## src/rtl/binary_add_rr_arbiter_if.sv

```systemverilog
// binary_add_rr_arbiter_if
//   Bundles the request side (per-requester valid/ready, operands, carry-in)
//   and the response side (valid/ready, id, sum, carry-out) of the shared adder.
//   master: client/consumer view (drives requests and rsp_ready)
//   slave : arbiter view (drives req_ready and the response)
interface binary_add_rr_arbiter_if #(
  parameter int NUM_REQ = 4,
  parameter int WIDTH   = 6,
  parameter int ID_W    = 2
);
  logic [NUM_REQ-1:0]       req_valid;
  logic [NUM_REQ-1:0]       req_ready;
  logic [NUM_REQ*WIDTH-1:0] req_a;
  logic [NUM_REQ*WIDTH-1:0] req_b;
  logic [NUM_REQ-1:0]       req_cin;
  logic                     rsp_valid;
  logic                     rsp_ready;
  logic [ID_W-1:0]          rsp_id;
  logic [WIDTH-1:0]         rsp_sum;
  logic                     rsp_cout;

  modport master (
    output req_valid, req_a, req_b, req_cin, rsp_ready,
    input  req_ready, rsp_valid, rsp_id, rsp_sum, rsp_cout
  );

  modport slave (
    input  req_valid, req_a, req_b, req_cin, rsp_ready,
    output req_ready, rsp_valid, rsp_id, rsp_sum, rsp_cout
  );
endinterface

```

## src/rtl/binary_add_rr_arbiter.sv

```systemverilog
// binary_add_rr_arbiter
//   Round-robin arbiter sharing one registered adder among NUM_REQ requesters.
//   Ports:
//     clk    rising-edge clock
//     rst_n  asynchronous active-low reset
//     en     global enable; low blocks new grants and freezes CALC
//     bus    slave side of binary_add_rr_arbiter_if (requests + tagged result)
//     busy   high whenever the FSM is not in IDLE
//
//   state | meaning
//   IDLE  | waiting; grants the round-robin winner combinationally
//   CALC  | operands captured; adds when en=1
//   RESP  | result presented until rsp_ready handshake
module binary_add_rr_arbiter #(
  parameter int NUM_REQ = 4,
  parameter int WIDTH   = 6,
  parameter int ID_W    = 2
) (
  input  logic                   clk,
  input  logic                   rst_n,
  input  logic                   en,
  binary_add_rr_arbiter_if.slave bus,
  output logic                   busy
);

  typedef enum logic [1:0] {IDLE, CALC, RESP} state_t;

  state_t             state, state_nxt;
  logic [ID_W-1:0]    rr_ptr;
  logic [ID_W-1:0]    win_id;
  logic               found;
  logic [NUM_REQ-1:0] grant;
  logic               take;

  logic [WIDTH-1:0]   op_a, op_b;
  logic               op_cin;
  logic [ID_W-1:0]    op_id;

  logic               rsp_valid_q, rsp_cout_q;
  logic [WIDTH-1:0]   rsp_sum_q;
  logic [ID_W-1:0]    rsp_id_q;

  // First valid requester starting at rr_ptr; the ID_W-bit add wraps because
  // NUM_REQ is a power of two.
  always_comb begin
    logic [ID_W-1:0] idx;
    found  = 1'b0;
    win_id = '0;
    idx    = '0;
    for (int k = 0; k < NUM_REQ; k++) begin
      idx = rr_ptr + ID_W'(k);
      if (!found && bus.req_valid[idx]) begin
        found  = 1'b1;
        win_id = idx;
      end
    end
  end

  always_comb begin
    state_nxt = state;
    grant     = '0;
    take      = 1'b0;
    case (state)
      IDLE: begin
        // rst_n gate keeps req_ready low while reset is held
        if (en && found && rst_n) begin
          grant[win_id] = 1'b1;
          take          = 1'b1;
          state_nxt     = CALC;
        end
      end
      CALC: if (en) state_nxt = RESP;
      RESP: if (bus.rsp_ready) state_nxt = IDLE;
      default: state_nxt = IDLE;
    endcase
  end

  always_ff @(posedge clk or negedge rst_n) begin
    if (!rst_n) begin
      state       <= IDLE;
      rr_ptr      <= '0;
      op_a        <= '0;
      op_b        <= '0;
      op_cin      <= 1'b0;
      op_id       <= '0;
      rsp_valid_q <= 1'b0;
      rsp_sum_q   <= '0;
      rsp_cout_q  <= 1'b0;
      rsp_id_q    <= '0;
    end else begin
      state <= state_nxt;
      if (take) begin
        op_a   <= bus.req_a[win_id*WIDTH +: WIDTH];
        op_b   <= bus.req_b[win_id*WIDTH +: WIDTH];
        op_cin <= bus.req_cin[win_id];
        op_id  <= win_id;
      end
      if (state == CALC && en) begin
        {rsp_cout_q, rsp_sum_q} <= {1'b0, op_a} + {1'b0, op_b} + {{WIDTH{1'b0}}, op_cin};
        rsp_id_q    <= op_id;
        rsp_valid_q <= 1'b1;
      end
      if (state == RESP && bus.rsp_ready) begin
        rsp_valid_q <= 1'b0;
        // last-served requester drops to lowest priority
        rr_ptr      <= rsp_id_q + ID_W'(1);
      end
    end
  end

  assign bus.req_ready = grant;
  assign bus.rsp_valid = rsp_valid_q;
  assign bus.rsp_sum   = rsp_sum_q;
  assign bus.rsp_cout  = rsp_cout_q;
  assign bus.rsp_id    = rsp_id_q;
  assign busy          = (state != IDLE);

endmodule
```

## src/flat_wrapper.sv

```systemverilog
// flat-port wrapper written by rule: the top's interface ports become plain ports
module binary_add_rr_arbiter_flat 
#(
  parameter int NUM_REQ = 4,
  parameter int WIDTH   = 6,
  parameter int ID_W    = 2
)
  (clk, rst_n, en, busy, bus_req_valid, bus_req_a, bus_req_b, bus_req_cin, bus_rsp_ready, bus_req_ready, bus_rsp_valid, bus_rsp_id, bus_rsp_sum, bus_rsp_cout);
  binary_add_rr_arbiter_if #(.NUM_REQ(NUM_REQ), .WIDTH(WIDTH), .ID_W(ID_W)) bus_i ();
  input  logic clk;
  input  logic rst_n;
  input  logic en;
  output logic busy;
  input wire logic [$bits(bus_i.req_valid)-1:0] bus_req_valid;
  input wire logic [$bits(bus_i.req_a)-1:0] bus_req_a;
  input wire logic [$bits(bus_i.req_b)-1:0] bus_req_b;
  input wire logic [$bits(bus_i.req_cin)-1:0] bus_req_cin;
  input wire logic [$bits(bus_i.rsp_ready)-1:0] bus_rsp_ready;
  output wire logic [$bits(bus_i.req_ready)-1:0] bus_req_ready;
  output wire logic [$bits(bus_i.rsp_valid)-1:0] bus_rsp_valid;
  output wire logic [$bits(bus_i.rsp_id)-1:0] bus_rsp_id;
  output wire logic [$bits(bus_i.rsp_sum)-1:0] bus_rsp_sum;
  output wire logic [$bits(bus_i.rsp_cout)-1:0] bus_rsp_cout;
  assign bus_i.req_valid = bus_req_valid;
  assign bus_i.req_a = bus_req_a;
  assign bus_i.req_b = bus_req_b;
  assign bus_i.req_cin = bus_req_cin;
  assign bus_i.rsp_ready = bus_rsp_ready;
  assign bus_req_ready = bus_i.req_ready;
  assign bus_rsp_valid = bus_i.rsp_valid;
  assign bus_rsp_id = bus_i.rsp_id;
  assign bus_rsp_sum = bus_i.rsp_sum;
  assign bus_rsp_cout = bus_i.rsp_cout;
  binary_add_rr_arbiter #(.NUM_REQ(NUM_REQ), .WIDTH(WIDTH), .ID_W(ID_W)) u_core (.clk(clk), .rst_n(rst_n), .en(en), .bus(bus_i), .busy(busy));
endmodule
```

## config.mk

```make
export PLATFORM = sky130hd
export DESIGN_NAME = binary_add_rr_arbiter_flat
export DESIGN_NICKNAME = d
export VERILOG_FILES = /design/src/rtl/binary_add_rr_arbiter_if.sv /design/src/rtl/binary_add_rr_arbiter.sv /design/src/flat_wrapper.sv
export SDC_FILE = /design/constraint.sdc
export NUM_CORES = 1
export LEC_CHECK = 0
export BUFFER_PORTS_ARGS = -buffer_cell sky130_fd_sc_hd__clkbuf_2
export CORE_AREA = 2 2 64 66
export CTS_BUF_LIST = sky130_fd_sc_hd__clkbuf_8 sky130_fd_sc_hd__clkbuf_16
export DETAILED_ROUTE_END_ITERATION = 10
export DIE_AREA = 0 0 66 68
export PLACE_DENSITY = 0.84
export SLEW_MARGIN = 20
export SYNTH_ARGS = -nofsm -noshare
export SYNTH_HDL_FRONTEND = slang
export SYNTH_SLANG_ARGS = --single-unit
```

## constraint.sdc

```tcl
create_clock -name clk -period 3.2 [get_ports clk]
set_input_delay 0.16 -clock clk [delete_from_list [all_inputs] [get_ports clk]]
set_output_delay 0.16 -clock clk [all_outputs]
set_load 0.005 [all_outputs]
```

Yosys cells after proc, flatten, opt, wreduce, memory -nomap -nowiden
Index checks and enable logic that the tools add are counted.
{"block": "totals", "inputBits": 60, "register_bits": 29, "word_cells": 75}
{"block": "op_classes", "muxes": 30, "shift": 2, "mul": 1, "reduce_logical": 15, "eq_ne": 5, "add_sub_neg": 6, "magnitude_cmp": 6}
{"cell": "variable part select 24 x 6 -> 6 bit", "count": 2}
{"cell": "< comparator 2 x 3 -> 1 bit, second input constant", "count": 5}
{"cell": "2-to-1 mux 1 bit", "count": 14}
{"cell": "2-to-1 mux 2 bit", "count": 7}
{"cell": "binary-select mux 1 bit (select 2 bit)", "count": 5}
{"cell": "logical AND 1 bit", "count": 8}
{"cell": "2-to-1 mux 4 bit", "count": 2}
{"cell": "adder 6 x 6 -> 7 bit", "count": 1}
{"cell": "adder 7 x 1 -> 7 bit", "count": 1}
{"cell": "case mux 2 bit (3 select lines)", "count": 1}
{"cell": "adder 2 x 1 -> 2 bit, second input constant", "count": 2}
{"cell": "adder 2 bit, second input constant", "count": 2}
{"cell": "multiplier 2 x 2 -> 4 bit, second input constant", "count": 1}
{"cell": "inequality test 2 bit, second input constant", "count": 2}
{"cell": "nonzero test 2 bit", "count": 2}
{"cell": "logical NOT 1 bit", "count": 3}
{"cell": "AND reduction 3 bit", "count": 1}
{"cell": "demux 1 bit (select 2 bit)", "count": 1}
{"cell": "== test 2 x 1 -> 1 bit, second input constant", "count": 1}
{"cell": "== test 2 bit, second input constant", "count": 1}
{"cell": "greater-or-equal comparator 2 x 1 -> 1 bit, second input constant", "count": 1}
{"cell": "logical NOT 2 bit", "count": 1}
{"cell": "inequality test 2 x 1 -> 1 bit, second input constant", "count": 1}

Logic depth before layout (Yosys ltp)
Gate-level depths: netlist of run 1.
{"block": "depth", "depth_word": 18, "mapped_depth": 9, "depth_no_buf": 9}

Worst setup path after synthesis of run 1
Ideal clock, no wire load.
{"block": "synth_path", "path_type": "register to register", "startpoint": "register u_core.op_cin", "endpoint": "register u_core.rsp_cout_q, in the netlist u_core.bus.rsp_cout", "period_less_slack_ps": 1852, "slack_ps": 1348, "stages_incl_launch_ff": 10, "n_path_buf": 0, "t_arrival_ps": 1717, "cell_sequence": "dfrtp_1 -> inv_1 -> fa_1 -> inv_1 -> fa_1 -> a21o_1 -> a21oi_1 -> o21bai_1 -> a21oi_1 -> o21ai_0"}
{"block": "synth_via", "elab_chain_len": 1}
{"item": "start: declaration", "line": "binary_add_rr_arbiter.sv:36", "text": "logic op_cin;"}
{"item": "start signal: assignment", "line": "binary_add_rr_arbiter.sv:95", "text": "op_cin <= bus.req_cin[win_id];"}
{"item": "adder 7 x 1 -> 7 bit", "line": "binary_add_rr_arbiter.sv:99", "text": "{rsp_cout_q, rsp_sum_q} <= {1'b0, op_a} + {1'b0, op_b} + {{WIDTH{1'b0}}, op_cin};"}
{"item": "end signal: assignment", "line": "binary_add_rr_arbiter.sv:99"}
{"item": "end: declaration", "line": "binary_add_rr_arbiter.sv:39", "text": "logic rsp_valid_q, rsp_cout_q;"}
No other way between the ends.
A chain may end at the register's enable or synchronous reset.

Worst setup path after layout of run 1
{"block": "layout_path", "startpoint": "register u_core.state[0]", "endpoint": "register u_core.op_b[4]"}
{"block": "layout_via", "elab_chain_len": 2}
{"item": "start: declaration", "line": "binary_add_rr_arbiter.sv:28", "text": "state_t state, state_nxt;"}
{"item": "start signal: assignment", "line": "binary_add_rr_arbiter.sv:91", "text": "state <= state_nxt;"}
{"item": "logical NOT 2 bit", "line": "binary_add_rr_arbiter.sv:63", "text": "case (state)"}
{"item": "2-to-1 mux 1 bit", "line": "binary_add_rr_arbiter.sv:63"}
{"item": "end signal: assignment", "line": "binary_add_rr_arbiter.sv:94", "text": "op_b <= bus.req_b[win_id*WIDTH +: WIDTH];"}
{"item": "end: declaration", "line": "binary_add_rr_arbiter.sv:35", "text": "logic [WIDTH-1:0] op_a, op_b;"}
No other way between the ends.

==> impl_metrics.env, run 1 <==
export IMPL_synth_cells=178
export IMPL_htree_levels=2
export IMPL_clock_power_share_pct=15.7
export IMPL_detailedRoute_firstPassIterationCount=4
export IMPL_critical_path_cell_by_cell="or2_2, or2_1, nor2_1, a221o_1"
export IMPL_die_area_um2=4490
export IMPL_vias_in_the_first_global_route=1508
export IMPL_number_of_sinks_on_the_clock_net=29
export IMPL_floorplan_io_pins=75
export IMPL_critPathRequiredTime_ps=3410
export IMPL_crit_path_max_fanout=22
export IMPL_timing_final_crit_period_ps=2320
export IMPL_slew_violations=0
export IMPL_holdPathEnd="u_core.state[1]"
export IMPL_die_y_um=68
export IMPL_hold_path_class="in -> reg"
export IMPL_post_synth_num_cell_types=35
export IMPL_rr_startpoint="u_core.state[0]"
export IMPL_run_status="finished clean"
export IMPL_cts_root_buffer_cell="sky130_fd_sc_hd__clkbuf_8"
export IMPL_r2r_end="u_core.op_b[4]"
export IMPL_grt_antenna_before_repair=0
export IMPL_tritoncts="done"
export IMPL_finalCritPeriodShare_pct=72.5
export IMPL_reg2regPathDepth=4
export IMPL_power_leakage_nw=1.22
export IMPL_final_wl_um=4070
export IMPL_maxClockFrequency_mhz=431
export IMPL_number_of_flip_flops_and_latches_in_the_synthesized_netlist=29
export IMPL_hold_viol=0
export IMPL_share_seq_of_total_power_pct=34.2
export IMPL_instances_no_fill=304
export IMPL_synth_top_area_cell="sky130_fd_sc_hd__dfrtp_1"
export IMPL_switching_power_w=0.000685
export IMPL_route_detailed_vias_per_inst=5.24
export IMPL_vias=1592
export IMPL_syn_cell_area_um2=1900
export IMPL_cap_violations=0
export IMPL_floorplan_rows=23
export IMPL_multi_input_area_um2=1100
export IMPL_regToRegSetupSlack_ps=880
export IMPL_critical_path_n_buffers_inverters=0
export IMPL_powerDensity_nw_per_um2=788
export IMPL_rsz0062_at_grt="no"
export IMPL_post_synth_cell_area_avg_um2=10.7
export IMPL_cellInternalPower_w=0.00121
export IMPL_clock_insertion_delay_worst_skew_ps=280
export IMPL_avgRoutedWirePerCell_um=13.4
export IMPL_grt_first_pass_wirelength_um=6610
export IMPL_placedCellCount=296
export IMPL_cp_end_kind="register"
export IMPL_cts_resized=0
export IMPL_buffer_ports_inserted=74
export IMPL_synth_yosys_warnings=0
export IMPL_synth_top_cells_by_area="sky130_fd_sc_hd__dfrtp_1 (38%), sky130_fd_sc_hd__mux2_2 (10%), sky130_fd_sc_hd__a221o_1 (6.8%)"
export IMPL_antenna_diode_count=0
export IMPL_worst_endpoint_arrival_ps=2530
export IMPL_power_combinational_fraction_pct=50.1
export IMPL_final_fill_count=328
export IMPL_peakVddDrop_mv=0.379
export IMPL_layout_commonest_cell="sky130_fd_sc_hd__clkbuf_2"
export IMPL_clock_tree_buffer_depth=2
export IMPL_yosys_area_top_type_share_pct=38.1
export IMPL_critical_path_max_stage_delay_ps=770
export IMPL_critical_path_top_delay_family="simple AND/OR/NAND/NOR gates"
export IMPL_grt_use_total_pct=19.7
export IMPL_report_final_setup_viol=0
export IMPL_final_antenna_net_count=0
export IMPL_tritoncts_num_buffers=5
export IMPL_effective_utilization_at_floorplan_pct=49.4
export IMPL_finish_net_count=321
export IMPL_power_switching_share_pct=36.2
export IMPL_die_w_um=66
export IMPL_synth_seq_area_share_pct=38.1
export IMPL_cts_hold_buffers_added=1
export IMPL_critical_path_startpoint_type="register"
export IMPL_min_from="bus_rsp_ready"
export IMPL_post_route_cells_drive_above_1_share_pct=44.9
export IMPL_slowest_stage="sky130_fd_sc_hd__nor2_1"
export IMPL_totalNegativeSetupSlack_ps=0
export IMPL_postSynthNetCount=245
export IMPL_whs_path_depth=2
export IMPL_initial_drc_count=41
export IMPL_area_growth_from_synthesis_to_layout_pct=26.2
export IMPL_detailed_place_hpwl_um=3200
export IMPL_cts_repair_timing_setup_buffer_count=0
export IMPL_clock_skew_final_ps=3.20
export IMPL_most_used_cells_in_the_layout_excluding_fill_and_tap_cells="sky130_fd_sc_hd__clkbuf_2 (74), sky130_fd_sc_hd__dfrtp_1 (29), sky130_fd_sc_hd__mux2_2 (17), sky130_fd_sc_hd__and2_1 (13), sky130_fd_sc_hd__a221o_1 (13)"
export IMPL_grt_max_degree=30
export IMPL_design_core_area_um2=3860
export IMPL_maxSlewHeadroom_pct=39.9
export IMPL_gp_congestion=0.784
export IMPL_drc=0
export IMPL_critPathKind="reg -> reg"
export IMPL_tightestPinTransition_ps=898
export IMPL_gr_total_overflow=0
export IMPL_cts_reportedPaths_clkPinSlew_ps=60
export IMPL_register_area_um2=726
[how the worst max path moves through the flow]
stage,start,end,slack (ps),cells past startpoint
after CTS,u_core.state[0],u_core.op_b[5],910,4
after floorplan,u_core.op_cin,u_core.bus.rsp_cout,1350,9
final,u_core.state[0],u_core.op_b[4],880,4
after global placement,bus_req_valid[1],u_core.op_cin,990,6
after global routing,u_core.state[0],u_core.op_a[3],690,4
after detailed placement,u_core.state[0],u_core.op_b[5],920,4
[cell usage after synthesis]
| cell type | instances |
|---|---|
| sky130_fd_sc_hd__buf_2 | 1 |
| sky130_fd_sc_hd__nor2_1 | 7 |
| sky130_fd_sc_hd__a21bo_2 | 1 |
| sky130_fd_sc_hd__or4_1 | 2 |
| sky130_fd_sc_hd__nand2b_1 | 2 |
| sky130_fd_sc_hd__or2_1 | 1 |
| sky130_fd_sc_hd__mux2_2 | 17 |
| sky130_fd_sc_hd__nor3b_1 | 1 |
| sky130_fd_sc_hd__a21o_1 | 2 |
| sky130_fd_sc_hd__nor2b_1 | 2 |
| sky130_fd_sc_hd__buf_6 | 2 |
| sky130_fd_sc_hd__o31ai_1 | 1 |
| sky130_fd_sc_hd__ha_1 | 5 |
| sky130_fd_sc_hd__dfrtp_1 | 29 |
| sky130_fd_sc_hd__clkbuf_1 | 5 |
| sky130_fd_sc_hd__mux2_1 | 6 |
| sky130_fd_sc_hd__a221oi_2 | 1 |
| sky130_fd_sc_hd__a211oi_1 | 1 |
| sky130_fd_sc_hd__a2111oi_4 | 1 |
| sky130_fd_sc_hd__o21bai_1 | 2 |
| sky130_fd_sc_hd__o21ai_0 | 12 |
| sky130_fd_sc_hd__and2_1 | 13 |
| sky130_fd_sc_hd__nand2_1 | 11 |
| sky130_fd_sc_hd__nor2b_4 | 1 |
| sky130_fd_sc_hd__xnor2_1 | 3 |
| sky130_fd_sc_hd__nand3_1 | 2 |
| sky130_fd_sc_hd__a21boi_0 | 2 |
| sky130_fd_sc_hd__a21oi_1 | 4 |
| sky130_fd_sc_hd__nor3_1 | 6 |
| sky130_fd_sc_hd__a221o_1 | 13 |
| sky130_fd_sc_hd__inv_1 | 9 |
| sky130_fd_sc_hd__or2_2 | 3 |
| sky130_fd_sc_hd__mux2_4 | 7 |
| sky130_fd_sc_hd__fa_1 | 2 |
| sky130_fd_sc_hd__nor2_2 | 1 |
[through the flow]
step	worst slack, ps	hold slack [ps]	instance area [µm²]	power [W]	utilization [%]
2_1_floorplan	1350	-136	1900	0.00135	-
3_3_place_gp	986	215	2300	0.00156	59.8
3_5_place_dp	920	215	2300	0.00160	59.8
4_1_cts	914	96.1	2400	0.00191	62.3
5_1_grt	691	114	2400	0.00205	62.3
6_report	882	99.4	2400	0.00189	62.3
[area by class of cell]
type | instances | area share (%)
clock buffers | 6 | 3.44
well taps | 50 | 2.61
inverters | 9 | 1.41
multi-input cells | 132 | 45.7
clock inverters | 1 | 0.156
flip-flops and latches | 29 | 30.2
repair buffers | 77 | 16.5
[flip-flops by register name (all words and copies together) (netlist names), 2 cells and up]
signal              flops
u_core.bus.rsp_sum      6
u_core.op_b             6
u_core.op_a             6
u_core.bus.rsp_id       2
u_core.rr_ptr           2
u_core.op_id            2
u_core.state            2
[power groups by stage]
stage | Clock [W] | Sequential [W] | Combinational, W
floorplan | 0 | 0.000628 | 0.000724
global route | 0.000320 | 0.000667 | 0.00106
CTS | 0.000302 | 0.000647 | 0.000957
detailed placement | 0 | 0.000653 | 0.000946
global placement | 0 | 0.000644 | 0.000920
finish | 0.000298 | 0.000647 | 0.000948
[logic make-up (layout without fill, tap and decap cells)]
kind of cell,count (synthesis),count (layout),synth area share (%)
buffers and inverters,17,93,4.21
adders and majority gates,7,7,5.39
and+or+nand+nor,52,52,14.8
AOI/OAI and AO/OA,40,40,17.0
DFF,29,29,38.1
muxes,30,30,19.1
xor gates and xnor gates,3,3,1.38
[layer usage]
layer | wire length (µm) | GRT usage [%] | vias to the layer above
met5 | 0 | 0 | -
met4 | 84 | 8.93 | 0
met3 | 211 | 4.44 | 8
met2 | 1970 | 32.4 | 49
met1 | 1800 | 25.0 | 735
li1 | - | - | 800
Power figures use the tool's default switching activity.
==> run 2: changes to the inputs <==
Settings changed: CORE_AREA 2 2 64 66 to 2 2 69 71, DIE_AREA 0 0 66 68 to 0 0 71 73, PLACE_DENSITY 0.84 to 0.77.
Clock period 3.2 ns to 2.04 ns, I/O delays scaled along.
==> run 2 against run 1 <==
Flip-flop and latch count unchanged; worst hold slack worse by 49 ps; critical path depth up 2; utilization down 7.5 points; count of clock-buffer cells in the layout unchanged; maximum frequency up 18%; worst setup slack worse by 810 ps; highest routed layer unchanged; largest power group unchanged; cell count up 3.0%; wire length up 2.8%; register-to-register slack worse by 810 ps; critical endpoint is now u_core.op_a[4]; combinational power up 61%; cell area up 3.5%.
==> impl_metrics.env, run 2 (same netlist as run 1, synthesis figures left out) <==
export IMPL_run_status="finished clean"
export IMPL_finalCritPeriodShare_pct=96.6
export IMPL_holdPathEnd="u_core.state[1]"
export IMPL_timing_final_crit_period_ps=1970
export IMPL_most_used_cells_in_the_layout_excluding_fill_and_tap_cells="sky130_fd_sc_hd__clkbuf_2 (74), sky130_fd_sc_hd__dfrtp_1 (28), sky130_fd_sc_hd__mux2_2 (17), sky130_fd_sc_hd__and2_1 (13), sky130_fd_sc_hd__a221o_1 (13)"
export IMPL_powerDensity_nw_per_um2=1270
export IMPL_crit_path_max_fanout=17
export IMPL_grt_max_degree=30
export IMPL_grt_antenna_before_repair=0
export IMPL_regToRegSetupSlack_ps=70
export IMPL_instances_no_fill=313
export IMPL_finish_net_count=325
export IMPL_tightestPinTransition_ps=563
export IMPL_fin_area_um2=2480
export IMPL_clock_tree_buffer_depth=2
export IMPL_min_from="bus_rsp_ready"
export IMPL_peakVddDrop_mv=0.531
export IMPL_power_leakage_nw=1.25
export IMPL_clock_skew_final_ps=10.4
export IMPL_grt_first_pass_wirelength_um=6870
export IMPL_cts_root_buffer_cell="sky130_fd_sc_hd__clkbuf_8"
export IMPL_rr_startpoint="u_core.rr_ptr[0]"
export IMPL_vias_in_the_first_global_route=1586
export IMPL_clock_insertion_delay_worst_skew_ps=280
export IMPL_die_y_um=73
export IMPL_cts_reportedPaths_clkPinSlew_ps=60
export IMPL_r2r_end="u_core.op_a[4]"
export IMPL_htree_levels=2
export IMPL_hold_viol=0
export IMPL_critical_path_max_stage_delay_ps=410
export IMPL_design_core_area_um2=4540
export IMPL_floorplan_rows=25
export IMPL_die_area_um2=5180
export IMPL_final_wl_um=4180
export IMPL_cap_violations=0
export IMPL_initial_drc_count=89
export IMPL_drc=0
export IMPL_reg2regPathDepth=6
export IMPL_effective_utilization_at_floorplan_pct=42.0
export IMPL_post_route_cells_drive_above_1_share_pct=48.6
export IMPL_grt_use_total_pct=17.2
export IMPL_number_of_sinks_on_the_clock_net=29
export IMPL_route_detailed_vias_per_inst=5.13
export IMPL_gp_congestion=0.822
export IMPL_slew_violations=0
export IMPL_critPathRequiredTime_ps=2190
export IMPL_instance_area_at_placement_um2=2340
export IMPL_critPathKind="reg -> reg"
export IMPL_report_power_total_w=0.00316
export IMPL_floorplan_io_pins=75
export IMPL_gr_total_overflow=0
export IMPL_vias=1606
export IMPL_maxClockFrequency_mhz=507
export IMPL_worst_endpoint_arrival_ps=2130
export IMPL_critical_path_cell_by_cell="nor2b_4, a2111oi_4, nor2_2, buf_4, mux2_1, a221o_1"
export IMPL_cts_repair_timing_setup_buffer_count=0
export IMPL_area_growth_from_synthesis_to_layout_pct=30.6
export IMPL_critical_path_startpoint_type="register"
export IMPL_placedCellCount=304
export IMPL_report_final_setup_viol=0
export IMPL_buffer_ports_inserted=74
export IMPL_cp_end_kind="register"
export IMPL_avgRoutedWirePerCell_um=13.4
export IMPL_tritoncts_num_buffers=5
export IMPL_maxSlewHeadroom_pct=62.4
export IMPL_final_antenna_net_count=0
export IMPL_slowest_stage="sky130_fd_sc_hd__dfrtp_1"
export IMPL_layout_commonest_cell="sky130_fd_sc_hd__clkbuf_2"
export IMPL_hold_path_class="in -> reg"
export IMPL_detailedRoute_firstPassIterationCount=4
export IMPL_whs_path_depth=2
export IMPL_detailed_place_hpwl_um=3250
export IMPL_antenna_diode_count=0
export IMPL_tritoncts="done"
export IMPL_die_w_um=71
run 2: per-stage QoR:
step                      setup TNS [ps]  worst slack [ps]  util (%)  hold WS (ps)
final                                  0              68.5      54.8          50.1
after CTS                              0              9.15      54.5          35.1
after global placement                 0              7.17      51.6           164
after global routing              -0.252            -0.252      54.8          62.5
after detailed placement               0              19.0      51.6           170
after floorplan                        0               188         -          -194
run 2: worst max-delay path by stage:
stage                                 from             endpoint  slack [ps]  cells after the start
after floorplan              u_core.op_cin  u_core.bus.rsp_cout         190                      9
after global placement       u_core.op_cin  u_core.bus.rsp_cout           7                      9
after detailed placement     u_core.op_cin  u_core.bus.rsp_cout          20                      9
after CTS                  u_core.state[1]       u_core.op_a[3]           9                      4
after global routing       u_core.state[1]     bus_req_ready[0]        -0.3                      5
final                     u_core.rr_ptr[0]       u_core.op_a[4]          70                      6
run 2: where the power goes:
| group | leakage (nW) | internal (W) | switching [W] |
|---|---|---|---|
| clock | 0.0626 | 0.000393 | 0.000211 |
| combinational | 0.828 | 0.000835 | 0.000700 |
| sequential | 0.363 | 0.000832 | 0.000185 |
run 2: layout make-up:
class,instances,area [µm²]
clock buffer,6,82.6
clock inverter,2,33.8
fill,405,2050
inverter,9,33.8
multi-input combinational,132,1110
sequential,29,727
tap,54,67.6
timing repair buffer,81,429
run 2: worst max-delay path, delay by kind of cell, from the launching register on:
| kind | cells | cell delay [ps] |
|---|---|---|
| AO/OA/AOI/OAI | 2 | 710 |
| flip-flops | 1 | 410 |
| multiplexers | 1 | 330 |
| buffers and inverters | 1 | 220 |
| AND/OR/NAND/NOR | 2 | 180 |
run 2: metal layers:
metal  global-route usage, %  wire, µm  up-vias
met1                    22.4      1830      737
met4                    8.81        99        0
met2                    27.3      2030       52
li1                        -         -      808
met5                       0         0        -
met3                    3.45       224        9
run 2: timing repair:
item	CTS	global route
setup endpoints to repair	1	14
pin swaps	0	2
gates cloned	0	0
resized for setup	1	7
hold buffers	1	0
endpoints found under the hold margin	29	0
